[src/rtl/pwm_dt_gen.sv]
// pwm_dt_gen: complementary high/low PWM pair with programmable dead time and period-synchronous config update
module pwm_dt_gen #(
    parameter int W    = 48,
    parameter int DT_W = 8
) (
    input  logic            clk,
    input  logic            rst_n,
    input  logic [W-1:0]    cnt_i,
    input  logic            en,
    input  logic            cfg_valid,
    output logic            cfg_ready,
    input  logic [W-1:0]    cfg_duty,
    input  logic [DT_W-1:0] cfg_dt,
    output logic            pwm_h,
    output logic            pwm_l,
    output logic            period_start,
    output logic            upd_done
);
    typedef enum logic [2:0] {IDLE, H_ON, DT_HL, L_ON, DT_LH} state_t;

    state_t          state_q, state_d;
    logic [DT_W-1:0] dt_cnt_q, dt_cnt_d;
    logic [W-1:0]    pend_duty_q, act_duty_q;
    logic [DT_W-1:0] pend_dt_q, act_dt_q;
    logic            pending_q, raw_q, period_start_q, upd_done_q;
    logic            boundary, take, apply, dt_zero;

    // A pending slot and a boundary update can never coincide: take needs !pending, apply needs pending.
    assign boundary  = cnt_i == '0;
    assign cfg_ready = !pending_q;
    assign take      = cfg_valid && cfg_ready;
    assign apply     = boundary && pending_q;
    assign dt_zero   = act_dt_q == '0;

    // Shadow capture on handshake, promotion to the active copy at a period boundary.
    always_ff @(posedge clk or negedge rst_n) begin
        if (!rst_n) begin
            pending_q   <= 1'b0;
            pend_duty_q <= '0;
            pend_dt_q   <= '0;
            act_duty_q  <= '0;
            act_dt_q    <= '0;
        end else begin
            if (take) begin
                pending_q   <= 1'b1;
                pend_duty_q <= cfg_duty;
                pend_dt_q   <= cfg_dt;
            end else if (apply) begin
                pending_q <= 1'b0;
            end
            if (apply) begin
                act_duty_q <= pend_duty_q;
                act_dt_q   <= pend_dt_q;
            end
        end
    end

    // Registered compare and the one-cycle status pulses.
    always_ff @(posedge clk or negedge rst_n) begin
        if (!rst_n) begin
            raw_q          <= 1'b0;
            period_start_q <= 1'b0;
            upd_done_q     <= 1'b0;
        end else begin
            raw_q          <= cnt_i < act_duty_q;
            period_start_q <= en && boundary;
            upd_done_q     <= apply;
        end
    end

    // Dead-time FSM next state; a DT state with zero dead time is skipped entirely.
    always_comb begin
        state_d = state_q;
        if (!en) begin
            state_d = IDLE;
        end else begin
            case (state_q)
                IDLE:    state_d = raw_q ? (dt_zero ? H_ON : DT_LH) : (dt_zero ? L_ON : DT_HL);
                H_ON:    state_d = raw_q ? H_ON : (dt_zero ? L_ON : DT_HL);
                L_ON:    state_d = !raw_q ? L_ON : (dt_zero ? H_ON : DT_LH);
                DT_HL:   state_d = raw_q ? H_ON : (dt_cnt_q == DT_W'(1) ? L_ON : DT_HL);
                DT_LH:   state_d = !raw_q ? L_ON : (dt_cnt_q == DT_W'(1) ? H_ON : DT_LH);
                default: state_d = IDLE;
            endcase
        end
    end

    // Dead counter loads the active dead time on DT entry and counts down while the state holds.
    always_comb begin
        dt_cnt_d = '0;
        if (state_d == DT_HL || state_d == DT_LH)
            dt_cnt_d = (state_d != state_q) ? act_dt_q : dt_cnt_q - DT_W'(1);
    end

    // FSM state register; outputs decode directly from it so reset clears them asynchronously.
    always_ff @(posedge clk or negedge rst_n) begin
        if (!rst_n) begin
            state_q  <= IDLE;
            dt_cnt_q <= '0;
        end else begin
            state_q  <= state_d;
            dt_cnt_q <= dt_cnt_d;
        end
    end

    assign pwm_h        = state_q == H_ON;
    assign pwm_l        = state_q == L_ON;
    assign period_start = period_start_q;
    assign upd_done     = upd_done_q;
endmodule

[config.mk]
export PLATFORM = sky130hd
export DESIGN_NAME = pwm_dt_gen
export DESIGN_NICKNAME = d
export VERILOG_FILES = /design/src/rtl/pwm_dt_gen.sv
export SDC_FILE = /design/constraint.sdc
export NUM_CORES = 1
export LEC_CHECK = 0
export ABC_AREA = 0
export CORE_MARGIN = 5
export CORE_UTILIZATION = 40
export CTS_CLUSTER_DIAMETER = 100
export DETAILED_ROUTE_END_ITERATION = 6
export GPL_TIMING_DRIVEN = 0
export SYNTH_ARGS = -nofsm -noshare
export SYNTH_HDL_FRONTEND = slang
export SYNTH_SLANG_ARGS = --single-unit
[constraint.sdc]
create_clock -name clk -period 4.9 [get_ports clk]
set_input_delay 0.735 -clock clk [delete_from_list [all_inputs] [get_ports clk]]
set_output_delay 0.735 -clock clk [all_outputs]
set_load 0.005 [all_outputs]
==> summary.md <==
| Metric | Value |
|---|---|
| Outcome | complete, no violations |
| Ports | 113 |
| Worst vdd rail ir drop | around 250 uV |
| Syn Std Cell Area | 6140 um2 |
| Clock root cell | sky130_fd_sc_hd__clkbuf_16 |
| Critical-path maximum fanout | 10 |
| Net count, final | between 800 and 900 |
| Int Power | 1.98 mW |
| Cell Chain, Critical Path | clkdlybuf4s50_1 > nor4_1 > nand4_1 > nor4_2 > buf_2 > buf_2 > nand2_1 > o21ai_0 |
| Initial standard-cell utilization of the core | 40.6% |
| Vias in the first global route | 4,780 |
| Fill cells | about 1,300 |
| Number of buffers inserted by port buffering | 112 |
| Combinational family with the most area after synthesis | multiplexers |
| Layout Skew | 0.00720 ns |
| Library cell with the largest summed area after synthesis | sky130_fd_sc_hd__dfrtp_1 |
| Max stage delay on crit path | 0.60 ns |
| Final count of hold timing violations | 0 |
| Fraction of power consumed by combinational cells | 8.4% |
| Inst Count DP | about 860 |
| Portion of netlist area occupied by mux cells | 12.2% |
| Standard cell core area | 15,100 um2 |
| Total leakage power | 3.81 nW |
| Critical Path AT | 3.28 ns |
| Required arrival time at the worst endpoint | 5.23 ns |
| Relative contribution of sequential cells to total power | 45.2% |
| Iter 0 DRT Violations | 169 |
| Antenna violations before repair | 2 |
| Share of synthesized cell area in full adder, half adder and majority cells | 9.98% |
| Area share of the largest cell type after synthesis | around half |
| Fraction of the yosys area taken by sequential cells | 51.7% |
| Die height | 134 um |
| Via density per instance | between 5 and 6 |
| Number of setup buffers added after CTS | 0 |
| Proportion of layout cells with a drive suffix above 1 | 15.7% |
| Sum of net half-perimeters after detailed placement | approximately 11,000 um |
| Most frequent cell after synthesis | sky130_fd_sc_hd__dfrtp_1 |
| Overall overflow remaining after global route | 0 |
| Total number of vias | 4,552 |
| Layout area overhead | 31.5% |
| Flip-flop and latch count after synthesis | 127 |
| Post-Synth XOR/XNOR Area | less than 1% |
| Residual DRC | 0 |
| Clock input transition at the sequential cells of the worst setup and hold paths | around 0.05 ns |
| Average routed wire per standard cell | 16.3 um |
| Period Utilization, post-route | 60.3% |
| Net Switching | approximately 0.53 mW |
| Clk Latency, worst-skew pair | 0.41 ns |
| Share of the core filled with cells | a little over half |
| Post-synth net total | 714 |
| Setup repair after global routing missed its margin | no |
| Final RePlAce weighted congestion | between 0.8 and 0.9 |
| Num CTS Buffers | 17 |
| Cell Rows | 45 |
| TritonCTS clock tree | built |
| Relative slew margins | between 50% and 60% |
| Wire length of the first global-routing pass | ~24,000 um |
| Synth top area cells | sky130_fd_sc_hd__dfrtp_1, sky130_fd_sc_hd__mux2_2, sky130_fd_sc_hd__ha_1, sky130_fd_sc_hd__o21ai_0, sky130_fd_sc_hd__nand2_1 |
| Total chip power | 2.51 mW |
| TritonCTS Sinks | 127 |
| Cell with the largest stage delay on the worst path | sky130_fd_sc_hd__nor4_2 |
| CTS H-tree depth | 4 |
| Final wirelength | 14,500 um |
| Die outline area | 17,900 um2 |
| Power Dens Cells | 310 nW/um2 |
| TritonRoute pass-1 iters | 4 |
| Multi-input gate area in the final layout | 2670 um2 |
| Least-Margin Pin Slew | 0.688 ns |
| Antenna Violating Nets Remaining | 0 |
| Proportion of total power due to net switching | a little over a fifth |
| Maximum Capacitance Violations | 0 |
| Fraction of the mapped netlist area in simple logic gates | 10.2% |
| Share of async-settable or async-resettable flops after synthesis | 100% |
| Final Max Tran Viols | 0 |
| Count of different cell masters after synthesis | 42 |
| Post-Synthesis Mean Instance Area | 11.0 um2 |
| Cell count after synthesis | between 500 and 600 |
| Maximum number of pins on one net before global-route repair | between 90 and 100 |
| Global-route usage over all layers | 17.0% |
| Most frequently used flop master after synthesis | sky130_fd_sc_hd__dfrtp_1 |
| Number of warning messages in the yosys log | 0 |
| Number of flops mapped to enable cells by yosys | 0 |
| Min Tclk post-route | 2.95 ns |
| Ranking of synthesized cells by instance count | sky130_fd_sc_hd__dfrtp_1, sky130_fd_sc_hd__mux2_2, sky130_fd_sc_hd__nand2_1, sky130_fd_sc_hd__o21ai_0, sky130_fd_sc_hd__inv_1 |
| Hold buffers post-CTS | 0 |
| Number of standard cells in the final layout excluding fillers | 889 |
| Relative contribution of the clock network to total power | 46.5% |
| Cell repeated most along the worst path | sky130_fd_sc_hd__buf_2 |
| Finish-stage setup viols | 0 |
| Type of element capturing the critical path | flop |
| Post-synthesis compound-gate area fraction | between 10 and 15% |
| Maximum clock insertion buffer count | 2 |
| CTS resizes | 0 |
| Area used by sequential logic in the layout | roughly 3200 um2 |
| Path class of the lowest-slack min-delay path | in -> async |
| Antenna diode instance count | 0 |
| Startpoint class of the critical path | input port |
| Path type of the worst setup path | in -> reg |
| Highest Clock Rate | 339 MHz |
| DIE WIDTH | between 100 and 150 um |
==> routing by layer <==
metal / wire, um / global-route usage, % / vias to the layer above
li1: - / - / 2224
met1: 6810 / 22.3 / 2181
met2: 6550 / 26.3 / 114
met3: 838 / 4.99 / 29
met4: 297 / 7.09 / 4
met5: 21 / 0 / -
==> logic make-up after synthesis <==
logic type / after synthesis
AND/OR/NAND/NOR: 130
AO/OA/AOI/OAI: 103
XOR/XNOR: 7
multiplexers: 67
adder cells (fa/ha/maj): 49
buffers and inverters: 74
flip-flops: 127
==> metrics by stage <==
| stage | hold WS, ns | setup slack (ns) | instance area (um2) | TNS (ns) |
|---|---|---|---|---|
| 6_report | 0.218 | 1.95 | 8080 | 0 |
| 5_1_grt | 0.233 | 1.67 | 8080 | 0 |
| 4_1_cts | 0.205 | 1.92 | 8080 | 0 |
| 3_5_place_dp | 0.469 | 1.49 | 7530 | 0 |
| 3_3_place_gp | 0.462 | -1.81 | 7500 | -228.35 |
| 2_1_floorplan | 0.439 | 2.64 | 6140 | 0 |
==> worst max-delay path, delay by kind of cell <==
kind	cells	cell delay [ns]
AND/OR/NAND/NOR	4	1.33
AO/OA/AOI/OAI	1	0.08
buffers and inverters	3	1.14
==> cells in the final DEF (no fill, tap or decap), drive strengths merged, types with 2 or more instances in the layout <==
| master | count |
|---|---|
| nor2b | 2 |
| o21ai | 58 |
| nor4 | 19 |
| clkbuf | 34 |
| nor3 | 4 |
| a211o | 2 |
| a21oi | 12 |
| a31oi | 4 |
| nand2 | 58 |
| mux2i | 2 |
| nand3 | 3 |
| clkinv | 6 |
| xnor2 | 3 |
| nor3b | 2 |
| buf | 13 |
| and3 | 2 |
| xor2 | 4 |
| dfrtp | 127 |
| clkdlybuf4s50 | 111 |
| ha | 49 |
| nand2b | 2 |
| mux2 | 65 |
| nand4 | 13 |
| a211oi | 13 |
| a21o | 4 |
| a2111oi | 2 |
| inv | 53 |
| nor2 | 21 |
==> power groups by stage <==
| stage | registers [mW] | logic, mW | clock network [mW] |
|---|---|---|---|
| 2_1_floorplan | 1.14 | 0.0762 | 0 |
| 3_3_place_gp | 1.15 | 0.202 | 0 |
| 3_5_place_dp | 1.15 | 0.212 | 0 |
| 4_1_cts | 1.13 | 0.213 | 1.19 |
| 5_1_grt | 1.14 | 0.233 | 1.24 |
| 6_report | 1.13 | 0.210 | 1.16 |
==> state kept, by name, indices dropped and copies added (netlist names) <==
register	count
state_q	3
pending_q	1
act_dt_q	8
dt_cnt_q	8
raw_q	1
period_start	1
act_duty_q	48
pend_duty_q	48
pend_dt_q	8
upd_done	1
==> final timing paths <==
kind | start | end | slack [ns] | cells past startpoint
setup / recovery | cnt_i[43] | act_duty_q[20] | 1.95 | 8
hold / removal | rst_n | act_duty_q[13] | 0.22 | 1
setup reg to reg | act_dt_q[4] | dt_cnt_q[5] | 2.63 | 7
hold reg to reg | pend_duty_q[26] | act_duty_q[26] | 0.48 | 2
max in group asynchronous | rst_n | act_dt_q[1] | 3.92 | 2
min in group clk | pend_duty_q[26] | act_duty_q[26] | 0.48 | 2
==> area by class of cell <==
class	instances	area share [%]
Clock buffer	24	6.08
Tap cell	188	2.91
Timing Repair Buffer	113	14.2
Sequential cell	127	39.3
Clock inverter	7	0.743
Buffer	21	1.21
Multi-Input combinational cell	356	33.0
Inverter	53	2.46
No activity file was read; power rests on OpenSTA's default activity.
